[src/rtl/regfile_spi_dump.sv]
// Debug read-out engine: walks a register-file read port over a register range
// and streams each 32-bit word MSB-first on an SPI mode-0 master link.
module regfile_spi_dump #(
  parameter int unsigned CLK_DIV = 2,
  parameter int unsigned MAX_REG = 18
) (
  input  logic        CLK,
  input  logic        reset,
  input  logic        start,
  input  logic [4:0]  first_reg,
  input  logic [4:0]  last_reg,
  output logic [4:0]  rd_addr,
  input  logic [31:0] rd_data,
  output logic        sclk,
  output logic        mosi,
  output logic        cs_n,
  output logic        busy,
  output logic        done
);

  typedef enum logic [2:0] {
    S_IDLE,
    S_LOAD,
    S_SHIFT,
    S_NEXT,
    S_DONE
  } state_t;

  localparam int unsigned DIV_W = (CLK_DIV > 1) ? $clog2(CLK_DIV) : 1;
  localparam logic [DIV_W-1:0] DIV_LAST = DIV_W'(CLK_DIV - 1);
  localparam logic [4:0] MAX_IDX = (MAX_REG > 31) ? 5'd31 : 5'(MAX_REG);

  state_t           state;
  logic [4:0]       last_eff;
  logic [4:0]       last_clamped;
  logic [30:0]      shreg;    // bit 31 of the word goes straight to mosi at LOAD
  logic [4:0]       bit_cnt;
  logic [DIV_W-1:0] div_cnt;

  always_comb begin
    last_clamped = (last_reg > MAX_IDX) ? MAX_IDX : last_reg;
  end

  always_ff @(posedge CLK) begin
    if (reset) begin
      state    <= S_IDLE;
      last_eff <= '0;
      shreg    <= '0;
      bit_cnt  <= '0;
      div_cnt  <= '0;
      rd_addr  <= '0;
      sclk     <= 1'b0;
      mosi     <= 1'b0;
      cs_n     <= 1'b1;
      busy     <= 1'b0;
      done     <= 1'b0;
    end else begin
      done <= 1'b0;
      case (state)
        S_IDLE: begin
          if (start) begin
            busy     <= 1'b1;
            last_eff <= last_clamped;
            if (first_reg > last_clamped) begin
              state <= S_DONE;
            end else begin
              rd_addr <= first_reg;
              state   <= S_LOAD;
            end
          end
        end

        S_LOAD: begin
          shreg   <= rd_data[30:0];
          mosi    <= rd_data[31];
          cs_n    <= 1'b0;
          sclk    <= 1'b0;
          bit_cnt <= 5'd31;
          div_cnt <= '0;
          state   <= S_SHIFT;
        end

        S_SHIFT: begin
          if (div_cnt == DIV_LAST) begin
            div_cnt <= '0;
            sclk    <= ~sclk;
            // Falling toggle: advance the data while the slave holds off sampling
            if (sclk) begin
              if (bit_cnt != 5'd0) begin
                mosi    <= shreg[30];
                shreg   <= {shreg[29:0], 1'b0};
                bit_cnt <= bit_cnt - 5'd1;
              end else begin
                state <= S_NEXT;
              end
            end
          end else begin
            div_cnt <= div_cnt + DIV_W'(1);
          end
        end

        S_NEXT: begin
          if (rd_addr == last_eff) begin
            state <= S_DONE;
          end else begin
            rd_addr <= rd_addr + 5'd1;
            state   <= S_LOAD;
          end
        end

        S_DONE: begin
          cs_n  <= 1'b1;
          mosi  <= 1'b0;
          done  <= 1'b1;
          busy  <= 1'b0;
          state <= S_IDLE;
        end

        default: state <= S_IDLE;
      endcase
    end
  end

endmodule

[config.mk]
export PLATFORM = sky130hd
export DESIGN_NAME = regfile_spi_dump
export DESIGN_NICKNAME = d
export VERILOG_FILES = /design/src/rtl/regfile_spi_dump.sv
export SDC_FILE = /design/constraint.sdc
export NUM_CORES = 1
export LEC_CHECK = 0
export ABC_CLOCK_PERIOD_IN_PS = 1600
export BUFFER_PORTS_ARGS = -buffer_cell sky130_fd_sc_hd__buf_2
export CAP_MARGIN = 5
export CORE_MARGIN = 10
export CORE_UTILIZATION = 45
export DETAILED_ROUTE_END_ITERATION = 7
export GPL_ROUTABILITY_DRIVEN = 0
export PLACE_DENSITY = 0.7
export SLEW_MARGIN = 15
export SYNTH_ARGS = -nofsm -noshare
export SYNTH_HDL_FRONTEND = slang
export SYNTH_SLANG_ARGS = --single-unit
[constraint.sdc]
create_clock -name CLK -period 1.6 [get_ports CLK]
set_input_delay 0.16 -clock CLK [delete_from_list [all_inputs] [get_ports CLK]]
set_output_delay 0.16 -clock CLK [all_outputs]
set_load 0.03 [all_outputs]
* Word level (Yosys, flattened, before mapping) *
Index checks and enable logic that the tools add are counted.

operators by class
  $add $sub $neg = 3
  $mul = 0
  divide/modulo/power cells = 0
  order comparisons = 2
  equality and inequality tests = 12
  shifts and indexed selects = 0
  muxes and demuxes = 32
  bitwise operators = 1
  reductions and logical operators = 14

operator list
  kind                 number
  $mux 31              3
  $pmux 31 s2          1
  $mux 5               7
  $pmux 5 s2           2
  $mux 3               6
  $reduce_and 4->1     4
  $ne 2x2->1 const B   7
  $pmux 3 s4           1
  $pmux 1 s2           4
  $reduce_bool 2->1    4
  $mux 1               7
  $eq 3x2->1 const B   2
  $reduce_and 2->1     3
  $add 5x1->5 const B  1
  $eq 5x5->1           1
  $gt 5x5->1           1
  $gt 5x5->1 const B   1
  $reduce_bool 5->1    1
  $sub 5x1->5 const B  1
  $eq 3x1->1 const B   1
  $eq 3x3->1 const B   1
  $logic_not 3->1      1
  $pmux 1 s3           1
  $reduce_bool 3->1    1
  2 further kinds      2

storage, ports and cells
  register bits after elaboration = 55
  latch bits = 0
  RAM bits = 0
  memory bits (read-only) = 0
  input port bits = 45
  output and inout port bits = 10
  word-level logic and storage cells = 75
  memories kept = 0

* Logic depth before layout (Yosys ltp) *
Gate-level depths: netlist (run 1).

  depth in word-level cells = 6
  mapped depth = 9
  mapped depth without buffers = 9

* Worst setup path after synthesis (run 1) *
OpenSTA, ideal clock, no wires.

  path type = reg-to-reg
  start point = reg bit_cnt[0]
  end point = reg bit_cnt[4]
  library setup time = 0.132 ns
  arrival = 1.656 ns
  data required time = 1.468 ns
  path slack = -0.188 ns
  cell stages (with the launch flop) = 8
  path buffers = 0
  clock period less this slack = 1.788 ns
  cells stage by stage = dfxtp_1 inv_1 ha_1 or4b_4 a21oi_4 and4bb_2 xnor2_1 a21oi_1

on the way
  word-level cells in the longest chain between the ends = 5
  elaborated cells on any way between the ends = 8
  classes of those cells = add/sub: 1; eq/ne: 1; mux: 4; reduce/logical: 2

RTL lines
  element                   RTL line  text
  start: declaration        37        logic [4:0] bit_cnt;
  start signal: assignment  92        bit_cnt <= bit_cnt - 5'd1;
  $sub 5x1->5               92
  $mux 5                    89        if (bit_cnt != 5'd0) begin
  $mux 5                    88        if (sclk) begin
  $mux 5                    84        if (div_cnt == DIV_LAST) begin
  $pmux 5 s2                59        case (state)

Parallel ways exist; a longest one is shown, timed or not. The select of a mux whose other input is x is not followed.
A chain may end at the register's enable or synchronous reset.

* Worst setup path after layout (run 1) *
  start point = reg bit_cnt[1]
  end point = reg shreg[24]

on the way
  word-level cells in the longest chain between the ends = 3

RTL lines
  element                     RTL line  text
  $reduce_bool 5->1           89
  $ne 2x2->1 (no line)        --
  $reduce_and 4->1 (no line)  --
  end signal: assignment      74        shreg <= rd_data[30:0];
  end signal: assignment      91        shreg <= {shreg[29:0], 1'b0};
  end: declaration            36        logic [30:0] shreg;

Every way passes these cells.

==> results of run 1 <==
-- cells in the final DEF, fill, tap and decap left out, types with 7 or more instances in the layout --
cell type  instances
a21oi_1           21
nand2_1           82
nor2_2            18
xor2_1             7
dfxtp_1           52
nor2_1            29
nand3_1            7
buf_2             54
buf_4             49
ha_1               7
a311oi_1          16
a311oi_2          17
-- cells in the mapped netlist, types with 2 or more instances --
cell	n	share of area (%)
nand3_1	7	1.3
o21a_1	3	0.82
a21oi_1	23	4.2
ha_1	8	3.6
a21o_1	3	0.82
nor3_1	5	0.91
nand3b_1	2	0.55
clkbuf_1	15	2.0
nor2_1	48	6.6
xor2_1	7	2.2
o221ai_1	3	0.96
nand2_1	83	11
dfxtp_1	55	40
a311oi_1	32	10
nand4_1	2	0.46
o21ai_0	6	1.1
inv_1	6	0.82
xnor2_1	4	1.3
or2_2	2	0.46
a211oi_1	3	0.82
nand2b_1	2	0.46
buf_2	7	1.3
-- cells by family after synthesis --
group / count (synthesis)
AOI/OAI and AO/OA: 81
xor gates and xnor gates: 11
adders and majority gates: 8
buffers and inverters: 30
DFF: 55
and+or+nand+nor: 163
-- worst max-delay path: cells and delay by family, from the launching register on --
family,cells,cell delay [ps]
AND/OR/NAND/NOR,3,690
buffers and inverters,3,360
flip-flops,1,350
AO/OA/AOI/OAI,2,240
adder cells (fa/ha/maj),1,110
-- final timing paths --
kind                                               start                  endpoint  slack (ps)  depth (start not counted)
worst max register to register   bit_cnt[1]$_SDFFE_PP0P_    shreg[24]$_SDFFE_PP0P_        -300                          9
worst min register to register  last_eff[4]$_SDFFE_PP0P_  last_eff[4]$_SDFFE_PP0P_         470                          2
worst max-delay path             bit_cnt[1]$_SDFFE_PP0P_    shreg[24]$_SDFFE_PP0P_        -300                          9
worst min-delay path                         rd_data[12]    shreg[12]$_SDFFE_PP0P_         100                          3
-- repair_timing --
action | 4_1_cts | 5_1_grt
cloned | 1 | 2
setup endpoints to repair | 39 | 46
gates resized for setup | 8 | 49
endpoints found under the hold margin | 0 | 0
buffers inserted | 4 | 3
pin swaps | 4 | 7
-- flip-flops by register name, summed over array words and instances, names as in the netlist --
| name | cells |
|---|---|
| shreg | 31 |
| bit_cnt | 5 |
| last_eff | 5 |
| rd_addr | 5 |
| state | 3 |
| busy | 1 |
| cs_n | 1 |
| div_cnt | 1 |
| done | 1 |
| mosi | 1 |
| sclk | 1 |
-- per-layer routing --
metal,up-vias,share of wire (%)
met5,-,0
met4,0,0.74
met3,5,5.4
met2,61,49
met1,1290,45
li1,1412,-
-- power breakdown --
group | internal, mW | switching [mW] | leakage, nW
combinational | 0.759 | 0.807 | 1.08
clock | 0.306 | 0.468 | 0.0402
sequential | 1.57 | 0.133 | 0.450
total | 2.63 | 1.41 | 1.57
-- layout make-up --
cell class / instances / area share, %
clock buffers: 5 / 1.80
clock inverters: 3 / 0.523
inverters: 6 / 0.686
multi-input cells: 263 / 45.5
flip-flops and latches: 55 / 28.8
well taps: 75 / 2.45
repair buffers: 111 / 20.2
==> results.json, run 1 <==
{
  "period_minus_slack_ps": 1900,
  "diodes": 0,
  "synthSimpleGateAreaFrac_pct": 26.2,
  "synth-xor-area-share_pct": 3.50,
  "port_buffers": 54,
  "whs_ps": 99.5,
  "synth_top_family_by_area": "simple AND/OR/NAND/NOR gates",
  "cts.clk_slew.worst_paths_ps": 100,
  "synthFlopType": "dfxtp_1",
  "met1_usage_pct": 17.7,
  "ys_warn_count": 0,
  "synth-edff-count": 0,
  "ys_ff_latch": 55,
  "first_iter_violations": 131,
  "pin_count": 55,
  "power.density_mw_per_mm2": 1060,
  "drt_first_pass_iters": 4,
  "rows": 28,
  "cp_slowest_stage_delay_ps": 480,
  "syn_to_final_growth_pct": 39.4,
  "hp-class": "in -> reg",
  "critical_path.cell_chain": "inv_2, ha_4, or4b_4, a21oi_4, buf_6, nor2_4, buf_12, nor2_1, a311oi_2",
  "startpoint_type": "register",
  "use_met2_pct": 22.8,
  "die_h_um": 98.2,
  "total_power_mw": 4.04,
  "dp_hpwl_mm": 5.06,
  "dieWidth_um": 98.2,
  "antenna_found_initial": 0,
  "final.setup.tns_ps": -9180,
  "fin_nets": 495,
  "final_util_pct": 64.7,
  "synthMuxAreaShare_pct": 0,
  "synthAdderAreaFrac_pct": 3.64,
  "clock_skew_ps": 8.58,
  "syn-cell-area_mm2": 0.00275,
  "start_util_pct": 46.4,
  "pre_cts_slack_ps": -272,
  "core_mm2": 0.00592,
  "wl_per_cell_um": 14.3,
  "cts_buffers": 5,
  "crit_arrival_ps": 2070,
  "syn_avg_cell_area_um2": 7.90,
  "synth-compound-area-share_pct": 21.8,
  "drive_gt1_share_pct": 40.6,
  "tritoncts": "done",
  "worstPathRequired_ps": 1780,
  "cts_hold_buffers": 0,
  "multi_input_area_mm2": 0.00174,
  "relSlewSlack_pct": 57.3,
  "placed_area_mm2": 0.00341,
  "die_area_mm2": 0.00963,
  "vdd_drop_max_mv": 0.745,
  "insertion_delay_ps": 310,
  "fmax_mhz": 527,
  "grt_pass1_wl_mm": 11.8,
  "p_leak_nw": 1.57,
  "cap_viol_max_count": 0,
  "status": "complete, but fails checks",
  "fin_cells": 518,
  "end_kind": "register",
  "synth_cell_types": 44,
  "setup-violations-final": 39,
  "syn_nets": 401,
  "placed_cells": 500,
  "finalHoldViolCount": 0,
  "root_buffer": "clkbuf_8",
  "crit_fanout": 15,
  "synth-async-reset-ratio_pct": 0,
  "cts_sinks": 55,
  "clk_path_buf_depth": 2,
  "syn_inst": 348,
  "worst_pin_slew_ps": 641,
  "gr-total-overflow": 0,
  "finalCritPeriodShare_pct": 119,
  "use_met3_pct": 4.23,
  "rsz0062_at_grt": "yes",
  "wirelength_mm": 7.42,
  "drcViolationCount": 0,
  "yosysSeqAreaShare_pct": 40.1,
  "grt_usage_pct": 14.0,
  "ant_nets": 0,
  "vias_per_cell": 5.34,
  "fin_ws_ps": -296,
  "top_usage_layer": "met2",
  "num-fill-cells": 483,
  "route.vias.total": 2768,
  "worstSetupPathType": "reg -> reg",
  "final_cell_area_mm2": 0.00383,
  "grt_max_degree": 54,
  "grt_pass1_vias": 2607,
  "h-tree-depth": 2,
  "ff_latch_area_mm2": 0.00110,
  "slew_violations": 0,
  "violations": "negative setup slack",
  "cp_slowest_cell": "or4b_4"
}
Note: power is estimated with default switching activity, not from simulation.
==> run 2: changes to the inputs <==
Settings changed: REMOVE_ABC_BUFFERS from default to 1.
==> results.json, run 2 (same netlist as run 1, synthesis figures left out) <==
{
  "timing.rr.end": "bit_cnt[4]$_SDFFE_PP0P_",
  "port_buffers": 54,
  "p_leak_nw": 1.52,
  "reg2reg_slack_ps": -220,
  "worst_pin_slew_ps": 573,
  "rows": 28,
  "r2r-start": "bit_cnt[0]$_SDFFE_PP0P_",
  "largest_reg_flops": 31,
  "drcViolationCount": 0,
  "first_iter_violations": 110,
  "min-delay-start": "rd_data[0]",
  "antenna_found_initial": 0,
  "route.vias.total": 2718,
  "wirelength_mm": 6.94,
  "pin_count": 55,
  "vias_per_cell": 5.34,
  "diodes": 0,
  "core_mm2": 0.00592,
  "start_util_pct": 46.4,
  "worstPathRequired_ps": 1790,
  "fin_nets": 486,
  "dieWidth_um": 98.2,
  "drt_first_pass_iters": 4,
  "power.density_mw_per_mm2": 1140,
  "fmax_mhz": 550,
  "die_area_mm2": 0.00963,
  "startpoint_type": "register",
  "violations": "negative setup slack",
  "slew_violations": 0,
  "setup-violations-final": 39,
  "cts_buffers": 5,
  "syn_to_final_growth_pct": 32.9,
  "clk_path_buf_depth": 2,
  "ant_nets": 0,
  "dp_hpwl_mm": 4.95,
  "combinationalPowerShare_pct": 33.0,
  "worstRegToRegCells": 7,
  "crit_arrival_ps": 2010,
  "insertion_delay_ps": 310,
  "power.internal_mw": 2.86,
  "holdPathStages": 3,
  "p_seq_share_pct": 40.6,
  "worstSetupPathType": "reg -> reg",
  "drive_gt1_share_pct": 32.7,
  "fin_ws_ps": -219,
  "die_h_um": 98.2,
  "hold_end": "shreg[0]$_SDFFE_PP0P_",
  "grt_pass1_vias": 2626,
  "gr-total-overflow": 0,
  "tritoncts": "done",
  "cap_viol_max_count": 0,
  "grt_pass1_wl_mm": 11.5,
  "status": "complete, but fails checks",
  "grt_max_degree": 54,
  "top_register": "shreg",
  "wl_per_cell_um": 13.6,
  "hp-class": "in -> reg",
  "h-tree-depth": 2,
  "relSlewSlack_pct": 61.8,
  "vdd_drop_max_mv": 0.675,
  "layout_common_cells": "81 x nand2_1, 51 x buf_2, 50 x dfxtp_1",
  "cts_hold_buffers": 0,
  "cts_sinks": 55,
  "cts.clk_slew.worst_paths_ps": 100,
  "finalCritPeriodShare_pct": 114,
  "grt_usage_pct": 13.6,
  "end_kind": "register",
  "p_sw_mw": 1.32,
  "rsz0062_at_grt": "yes",
  "root_buffer": "clkbuf_8",
  "pre_cts_slack_ps": -396,
  "total_power_mw": 4.18,
  "finalHoldViolCount": 0,
  "period_minus_slack_ps": 1820,
  "final_common_cell": "nand2_1",
  "crit_fanout": 4,
  "swShare_pct": 31.5,
  "clock_skew_ps": 5.39,
  "clkPwrFrac_pct": 26.4
}
==> run 2: worst max-delay path, cell delays in order (launching register included) <==
cell and delay, ps:
dfxtp_2 340, inv_2 50, ha_1 120, or4b_4 490, a21oi_4 210, and4bb_2 270
xnor2_1 140, a21oi_1 70
==> run 2: layout make-up <==
class                   instances  area (µm²)
well taps                      75        93.8
fillers                       538        2270
repair buffers                102         687
flip-flops and latches         55        1110
inverters                       6        25.0
clock buffers                   5        68.8
clock inverters                 3        67.6
multi-input cells             263        1600
==> run 2: worst max-delay path by stage <==
stage | start | end
final | bit_cnt[0]$_SDFFE_PP0P_ | bit_cnt[4]$_SDFFE_PP0P_
after CTS | bit_cnt[0]$_SDFFE_PP0P_ | bit_cnt[4]$_SDFFE_PP0P_
after detailed placement | last_reg[4] | rd_addr[4]$_SDFFE_PP0P_
after global placement | last_reg[4] | rd_addr[4]$_SDFFE_PP0P_
after global routing | bit_cnt[0]$_SDFFE_PP0P_ | shreg[13]$_SDFFE_PP0P_
after floorplan | state[1]$_SDFFE_PP0P_ | bit_cnt[1]$_SDFFE_PP0P_
==> run 2: timing repair <==
action	CTS	global route
gates resized for setup	10	24
pin swaps	3	14
buffers inserted	3	3
setup endpoints to repair	43	45
==> run 2: power groups by stage <==
| stage | combinational [mW] | clock, mW | sequential [mW] |
|---|---|---|---|
| final | 1.38 | 1.10 | 1.70 |
| after global routing | 1.53 | 1.17 | 1.72 |
| after CTS | 1.31 | 1.12 | 1.69 |
| after detailed placement | 1.23 | 0 | 1.72 |
| after global placement | 1.20 | 0 | 1.71 |
| after floorplan | 0.657 | 0 | 1.78 |
==> run 2: through the flow <==
stage / setup TNS, ps / std cells / cell area, µm² / utilization, % / hold slack (ps)
after detailed placement: -8760 / 495 / 3360 / 56.7 / 418
after global routing: -10620 / 509 / 3650 / 61.7 / 85.0
after floorplan: -40910 / 324 / 2640 / - / 228
after CTS: -5830 / 506 / 3550 / 59.9 / 71.3
final: -6000 / 509 / 3650 / 61.7 / 77.0
after global placement: -7280 / 495 / 3360 / 56.7 / 409
==> run 2: metal layers <==
| layer | track usage, % | share of wire, % |
|---|---|---|
| met5 | 0 | 0 |
| met4 | 3.31 | 1.3 |
| met3 | 5.29 | 6.2 |
| met2 | 22.3 | 46 |
| met1 | 16.4 | 47 |
